$ cat src/rtl/sdp_ram_pkg.sv
// Shared types and constants for the simple-dual-port RAM with hardware clear.
// Optional output pipeline register: define SDP_RAM_OUTREG_EN.
package sdp_ram_pkg;

   typedef logic [0:0] state_t;

   localparam state_t ST_INIT = 1'b0;
   localparam state_t ST_RUN  = 1'b1;

   localparam int RDW_WRITE_FIRST = 0;
   localparam int RDW_READ_FIRST  = 1;

`ifdef SDP_RAM_OUTREG_EN
   localparam int RD_LATENCY = 2;
`else
   localparam int RD_LATENCY = 1;
`endif

endpackage

$ cat src/rtl/sdp_ram_core.sv
// Bare simple-dual-port array: write port A, registered read port B.
// The array itself has no reset so it maps onto block RAM; only the read
// register is reset. Out-of-range writes are dropped and out-of-range reads
// return zero, which matters when DEPTH is not a power of two.
module sdp_ram_core
   import sdp_ram_pkg::*;
#(
   parameter int DATA_W   = 4,
   parameter int ADDR_W   = 8,
   parameter int DEPTH    = 256,
   parameter int RDW_MODE = RDW_WRITE_FIRST
) (
   input  logic              CLK,
   input  logic              RST_N,
   input  logic              we,
   input  logic [ADDR_W-1:0] addra,
   input  logic [DATA_W-1:0] din,
   input  logic              re,
   input  logic [ADDR_W-1:0] addrb,
   output logic [DATA_W-1:0] dout
);

   localparam logic [ADDR_W:0] DEPTH_L = (ADDR_W+1)'(DEPTH);

   logic [DATA_W-1:0] mem [DEPTH];
   logic              wr_ok;
   logic              rd_ok;
   logic              collide;

   assign wr_ok   = ({1'b0, addra} < DEPTH_L);
   assign rd_ok   = ({1'b0, addrb} < DEPTH_L);
   assign collide = we && wr_ok && (addra == addrb);

   // write port: in-range addresses only
   always_ff @(posedge CLK) begin
      if (we && wr_ok) begin
         mem[addra] <= din;
      end
   end

   // read port: registered, holds when not enabled; bypass gives write-first
   always_ff @(posedge CLK or negedge RST_N) begin
      if (!RST_N) begin
         dout <= '0;
      end else if (re) begin
         if (!rd_ok) begin
            dout <= '0;
         end else if ((RDW_MODE == RDW_WRITE_FIRST) && collide) begin
            dout <= din;
         end else begin
            dout <= mem[addrb];
         end
      end
   end

endmodule

$ cat src/rtl/sdp_ram_init.sv
// Parametrised simple-dual-port RAM with post-reset clear sweep and read strobe.
// Optional feature macro: SDP_RAM_OUTREG_EN adds an output pipeline register
// (DOB/DOB_VALID at read edge + 2).
//
// state   | meaning
// --------+-------------------------------------------------------------
// ST_INIT | clear sweep: writes 0 to address cnt each cycle, user blocked
// ST_RUN  | normal operation, terminal until next reset
module sdp_ram_init
   import sdp_ram_pkg::*;
#(
   parameter int DATA_W         = 4,
   parameter int ADDR_W         = 8,
   parameter int DEPTH          = 256,
   parameter int CLEAR_ON_RESET = 1,
   parameter int RDW_MODE       = RDW_WRITE_FIRST
) (
   input  logic              CLK,
   input  logic              RST_N,
   input  logic              WEA,
   input  logic [ADDR_W-1:0] ADDRA,
   input  logic [DATA_W-1:0] DIA,
   input  logic              REB,
   input  logic [ADDR_W-1:0] ADDRB,
   output logic [DATA_W-1:0] DOB,
   output logic              DOB_VALID,
   output logic              INIT_BUSY
);

   localparam state_t            ST_AFTER_RST = (CLEAR_ON_RESET != 0) ? ST_INIT : ST_RUN;
   localparam logic [ADDR_W-1:0] LAST_ADDR    = ADDR_W'(DEPTH - 1);

   state_t            state;
   logic [ADDR_W-1:0] cnt;
   logic              in_init;
   logic              core_we;
   logic [ADDR_W-1:0] core_addra;
   logic [DATA_W-1:0] core_din;
   logic              core_re;
   logic [DATA_W-1:0] core_dout;
   logic              rd_vld;

   assign in_init   = (state == ST_INIT);
   assign INIT_BUSY = in_init;

   // clear sweep owns port A while it runs; user reads are gated off
   assign core_we    = in_init ? 1'b1 : WEA;
   assign core_addra = in_init ? cnt  : ADDRA;
   assign core_din   = in_init ? '0   : DIA;
   assign core_re    = REB && !in_init;

   // clear FSM and address counter; a reset always restarts from address 0
   always_ff @(posedge CLK or negedge RST_N) begin
      if (!RST_N) begin
         state <= ST_AFTER_RST;
         cnt   <= '0;
      end else if (state == ST_INIT) begin
         if (cnt == LAST_ADDR) begin
            state <= ST_RUN;
         end else begin
            cnt <= cnt + 1'b1;
         end
      end
   end

   sdp_ram_core #(
      .DATA_W   (DATA_W),
      .ADDR_W   (ADDR_W),
      .DEPTH    (DEPTH),
      .RDW_MODE (RDW_MODE)
   ) u_core (
      .CLK   (CLK),
      .RST_N (RST_N),
      .we    (core_we),
      .addra (core_addra),
      .din   (core_din),
      .re    (core_re),
      .addrb (ADDRB),
      .dout  (core_dout)
   );

   // one strobe per accepted read, aligned with the array output register
   always_ff @(posedge CLK or negedge RST_N) begin
      if (!RST_N) begin
         rd_vld <= 1'b0;
      end else begin
         rd_vld <= core_re;
      end
   end

`ifdef SDP_RAM_OUTREG_EN
   logic [DATA_W-1:0] dob_q;
   logic              dob_vld_q;

   // extra output stage; data only moves on a valid so DOB holds otherwise
   always_ff @(posedge CLK or negedge RST_N) begin
      if (!RST_N) begin
         dob_q     <= '0;
         dob_vld_q <= 1'b0;
      end else begin
         dob_vld_q <= rd_vld;
         if (rd_vld) begin
            dob_q <= core_dout;
         end
      end
   end

   assign DOB       = dob_q;
   assign DOB_VALID = dob_vld_q;
`else
   assign DOB       = core_dout;
   assign DOB_VALID = rd_vld;
`endif

endmodule
$ cat config.mk
export PLATFORM = sky130hd
export DESIGN_NAME = sdp_ram_init
export DESIGN_NICKNAME = d
export VERILOG_FILES = /design/src/rtl/sdp_ram_pkg.sv /design/src/rtl/sdp_ram_core.sv /design/src/rtl/sdp_ram_init.sv
export SDC_FILE = /design/constraint.sdc
export NUM_CORES = 1
export LEC_CHECK = 0
export CAP_MARGIN = 20
export CELL_PAD_IN_SITES_DETAIL_PLACEMENT = 1
export CELL_PAD_IN_SITES_GLOBAL_PLACEMENT = 1
export CORE_ASPECT_RATIO = 1.5
export CORE_UTILIZATION = 45
export CTS_CLUSTER_DIAMETER = 40
export CTS_CLUSTER_SIZE = 14
export DETAILED_ROUTE_END_ITERATION = 16
export GPL_ROUTABILITY_DRIVEN = 0
export PLACE_DENSITY_LB_ADDON = 0.1
export SETUP_SLACK_MARGIN = 0.15
export SLEW_MARGIN = 25
export SYNTH_ARGS = -nofsm -noshare
export SYNTH_HDL_FRONTEND = slang
export SYNTH_SLANG_ARGS = --single-unit
$ cat constraint.sdc
create_clock -name CLK -period 7.2 [get_ports CLK]
set_input_delay 1.8 -clock CLK [delete_from_list [all_inputs] [get_ports CLK]]
set_output_delay 1.8 -clock CLK [all_outputs]
set_load 0.02 [all_outputs]
Word-level counts from Yosys, hierarchy flattened. Memories as Yosys holds them, arrays and structs flattened. A register that Yosys moved wholly into a read port is not among the register bits. Index checks and enable logic that the tools add are counted.

Bits in writable memories: 1024. Input port bits: 24. Logic and storage cells: 18. Bits in registers: 10. Memories kept: 1. Output and inout port bits: 6.

Memories: u_core.mem (depth 256, width 4, read ports 1, clocked after Yosys merged registers in 1, write ports 1, RTL line sdp_ram_core.sv:25) `logic [DATA_W-1:0] mem [DEPTH];`.

Eq/ne operators: 1. Add/sub/neg operators: 1. Muxes and demuxes: 7. Reductions and logical operators: 3. Bitwise operators: 2.

Operator list (count): 8-bit by 1-bit adder with 8-bit output, second input constant (1); 8-bit == test, second input constant (1); 8-bit 2-to-1 mux (1); 1-bit 2-to-1 mux (5); 4-bit 2-to-1 mux (1); 1-bit NOT (2); 2-bit AND reduction (1); 1-bit logical AND (1); 1-bit zero test (1).

Depth between registers and ports, before layout.
Depth in word-level cells: 3. Gate-level depth with buffers: 12. Depth with buffers taken out: 8.

Cells and area by module. A second synthesis with hierarchy kept.

Cells, all modules: 2188. Area, all modules: 41711.3 um^2.

By module, submodules not included: sdp_ram_core (times used 1, seq. area each 30849.6 um^2, cells each 2138, area an instance 41108.2 um^2); sdp_ram_init (times used 1, seq. area each 250.2 um^2, cells each 50, area an instance 603.1 um^2).

Worst setup path after synthesis. Ideal clock, no wire load.

Kind: input to register. Start point: in DIA[0]. End point: mem u_core.mem[0][0] (data pin). Required time: 6.333 ns. Setup slack: 1.306 ns. Stages on the path: 1. Arrival time: 5.027 ns. Cell sequence: and2_1.

Cells in the longest elaborated chain, start to end: 1.

RTL lines: start, declared (RTL line sdp_ram_init.sv:22) `input logic [DATA_W-1:0] DIA,`; 4-bit 2-to-1 mux (RTL line sdp_ram_init.sv:49) `assign core_din = in_init ? '0 : DIA;`; end, declared (RTL line sdp_ram_core.sv:25).

Every way passes these cells.

Final worst setup path.
Start point: in ADDRA[2]. End point: mem u_core.mem[8][0], enable pin.

Cells in the longest elaborated chain, start to end: 1.

RTL lines: start, declared (RTL line sdp_ram_init.sv:21) `input logic [ADDR_W-1:0] ADDRA,`; 8-bit 2-to-1 mux (RTL line sdp_ram_init.sv:48) `assign core_addra = in_init ? cnt : ADDRA;`.

Every way passes these cells.

==> key figures <==
Cells and area
  – Antenna fix cells: 0
  – Share of layout cells above drive strength 1: 0.213
  – Number of fill cells: 8243
  – Layout Cells excl Fill: approximately 3600
  – Post-layout utilization of the core: 0.515
  – NumNets Final: 2332
  – P&R area growth vs syn: 13.1%

Route
  – DR vias/cell: 6.00
  – DRT Wirelength: between 100000 and 150000 µm
  – DR iter-0 viols: 1476
  – Via count: between 20000 and 25000
  – Wire length per cell: 32.1 µm
  – Number of remaining DRC errors: 0
  – Final ANT Viol Nets: 0
  – Pre-Repair DR Iteration Count: 5

Logic synthesis
  – Synthesized area: 41800 µm²
  – Synthesized flop and latch total: 1038
  – Syn Inst Count: about 2200
  – Register area share after synthesis: 0.743
  – Post-synth EDFFs: 1024
  – Primary FF master, synth: edfxtp_1
  – Synth unique cells: 64
  – Syn nets: between 2000 and 2500
  – Synth Warn #: 0
  – Syn avg cell area: 18.6 µm²
  – Share of flip-flops with an asynchronous set or reset: 0.0135

CTS
  – Cts repair resizes: 0
  – CTS buffer count: 114
  – Clock Sinks: 1038
  – Clock Latency Late Sink: between 0.7 and 0.8 ns
  – Clock Tree Buf Depth: 3
  – Root buf cell: clkbuf_16
  – H-tree level count: 3
  – Cts hold-fix bufs: 0
  – Clock-pin slew of the registers on the worst-case setup and hold paths: 0.06 ns
  – Postcts setup bufs: 0
  – CTS tree: yes

Power and ir drop
  – Power per Cell Area: roughly 270 nW/µm²
  – Share of power burned in registers: 0.508
  – Comb pwr share: 0.025
  – Internal power: 10.1 mW
  – Pleak: roughly 12 nW
  – Switch Pwr: 2.78 mW
  – VDD IR-drop max: 0.178 mV
  – Tot Pwr: 12.9 mW
  – Switching Fraction: 0.216
  – Clock power share: 0.467

Outcome
  – Outcome: completed

Global route
  – Initial antenna violation count: 1
  – Vias in the first global route: 23400
  – GRT Util Overall: 0.247
  – Grt total ovfl: 0
  – Largest net degree at the start of global routing: 125
  – Met1 usage in global routing: 0.296
  – GR Util met2: 0.451
  – Gr busiest metal: met2
  – Routing usage on met3: 0.0317
  – First-pass GRT wire length: ~170000 µm

Worst setup path
  – Crit. End Element: register
  – CP max stage delay: 0.90 ns
  – Crit Path Max Fanout: 8
  – Critical Path RT: 7.55 ns
  – Slowest-stage cell, CP: nand3_1
  – Startpoint Class: input pin
  – Reg2Reg Setup Slack: around 3.4 ns
  – Worst r2r path cells: 7
  – Crit path from: ADDRA[2]
  – CP cell instances: clkdlybuf4s50_1 > nand3b_1 > o21ai_1 > nand3_1 > buf_4 > nor2_1
  – Reg2reg end: u_core.mem[8][0]
  – Critical path class: input pin to register
  – WP data arrival: 4.78 ns
  – Reg2reg start: state

Timing
  – Final Skew: 0.0357 ns
  – Final min period: 4.42 ns
  – Total negative slack: 0 ns
  – RSZ-0062 raised after global routing: false
  – Worst-Margin Slew: 1.09 ns
  – Setup violators final: 0
  – Worst rel slew slack: 0.268
  – Slew Limit Fails: 0
  – Fin crit share: 0.614
  – Endpoints failing hold: 0
  – Achievable Freq: 226 MHz

Flow run
  – Max-cap violations: 0

Floorplanning
  – Starting density of the core: 0.455
  – Boundary pin count: 30
  – Chip Height: between 300 and 400 µm
  – Area of the die: about 94000 µm²
  – Die Wd: approximately 250 µm
  – Core Area: 91900 µm²
  – Cell Rows: 136

Placement
  – DP HPWL: 73800 µm
  – Placed insts: around 3400
  – IO buf count: 29

Min path
  – Hold Path Origin: u_core.dout[0]
  – Hold Crit Class: register to register
  – Hold Path End: u_core.dout[0]
  – Worst hold path depth: 2
per-layer routing:
metal / share of wire / wire (µm)
met1: 0.38 / 44000
met2: 0.54 / 62000
met3: 0.040 / 4600
met4: 0.035 / 4060
met5: 0.000087 / 10
placed cells by master, fill, tap and decap left out, drive strengths merged, types with 9 or more instances in the layout:
cell type,count
a21oi,30
bufinv,11
o31ai,10
mux2,33
clkbuf,126
a211oi,14
xnor2,10
clkinvlp,20
nand2b,15
buf,57
nand3,39
dfrtp,14
nand2,93
inv,34
nor2,285
o22ai,22
mux2i,69
nand4,9
mux4,221
clkdlybuf4s50,24
a22oi,19
o21ai,29
a31oi,12
nor2b,22
o221ai,20
clkinv,35
edfxtp,1024
nor3,18
stage by stage:
step           cell area [µm²]  setup slack, ns  hold WS (ns)
2_1_floorplan            41800             1.31         0.511
3_3_place_gp             43300             1.81         0.516
3_5_place_dp             43300             1.98         0.536
4_1_cts                  47200             2.76         0.549
5_1_grt                  47300             2.62         0.566
6_report                 47300             2.78         0.549
flip-flops by register name, indices dropped and copies added, names as in the netlist:
signal,flops
state,1
u_core.dout,4
u_core.mem,1024
DOB_VALID,1
cnt,8
layout make-up:
class | instances | area [µm²] | share of cell area
inverter | 15 | 56.3 | 0.00119
tap | 1173 | 1470 | 0.0310
sequential | 1038 | 31100 | 0.657
multi-input combinational | 1057 | 9960 | 0.211
timing repair buffer | 81 | 835 | 0.0176
clock buffer | 126 | 2970 | 0.0628
clock inverter | 85 | 923 | 0.0195
critical path, delay by kind of cell:
kind | cells | cell delay (ns)
buf+inv | 2 | 1.02
simple gates | 3 | 1.50
compound gates | 1 | 0.42
Yosys cell counts (5+ instances only):
cell / instances / share of area
a211oi_1: 14 / 0.0025
a21oi_1: 30 / 0.0036
a22oi_1: 19 / 0.0034
a31oi_1: 12 / 0.0018
a32oi_1: 8 / 0.0017
and2_1: 6 / 0.00090
and3_1: 5 / 0.00075
buf_2: 38 / 0.0045
buf_4: 11 / 0.0020
buf_6: 16 / 0.0043
clkbuf_1: 61 / 0.0055
dfrtp_1: 14 / 0.0084
edfxtp_1: 1024 / 0.73
inv_1: 13 / 0.0012
mux2_2: 33 / 0.0089
mux2i_1: 69 / 0.017
mux4_1: 12 / 0.0075
mux4_2: 209 / 0.11
nand2_1: 93 / 0.0083
nand2b_1: 15 / 0.0022
nand3_1: 39 / 0.0047
nand4_1: 9 / 0.0013
nor2_1: 285 / 0.026
nor2b_1: 22 / 0.0033
nor3_1: 18 / 0.0022
o21ai_0: 26 / 0.0031
o221ai_1: 20 / 0.0042
o22ai_1: 22 / 0.0033
o31ai_1: 10 / 0.0018
o32ai_1: 7 / 0.0015
xnor2_1: 10 / 0.0021
xor2_1: 5 / 0.0010
kinds of logic after synthesis:
family | count (synthesis) | synth area share
buffers and inverters | 151 | 0.0203
and+or+nand+nor | 516 | 0.0537
xor gates and xnor gates | 15 | 0.00314
AOI/OAI and AO/OA | 202 | 0.0340
muxes | 323 | 0.145
adders and majority gates | 1 | 0.000299
DFF | 1038 | 0.743
worst max path at each step:
stage                                   end  slack, ns  depth (start not counted)
after detailed placement  u_core.mem[40][3]       1.98                          6
after global placement       u_core.dout[0]       1.81                          9
final                      u_core.mem[8][0]       2.78                          6
after floorplan            u_core.mem[0][0]       1.31                          1
after CTS                  u_core.mem[8][0]       2.76                          6
after global routing         u_core.dout[1]       2.62                          8
power groups by stage:
stage	clock network [mW]	logic, mW	registers, mW
after CTS	6.10	0.323	6.53
after detailed placement	0	0.322	6.66
after floorplan	0	0.220	6.66
after global placement	0	0.319	6.66
final	6.00	0.320	6.53
after global routing	6.29	0.338	6.53
Note: power is estimated with default switching activity, not from simulation.
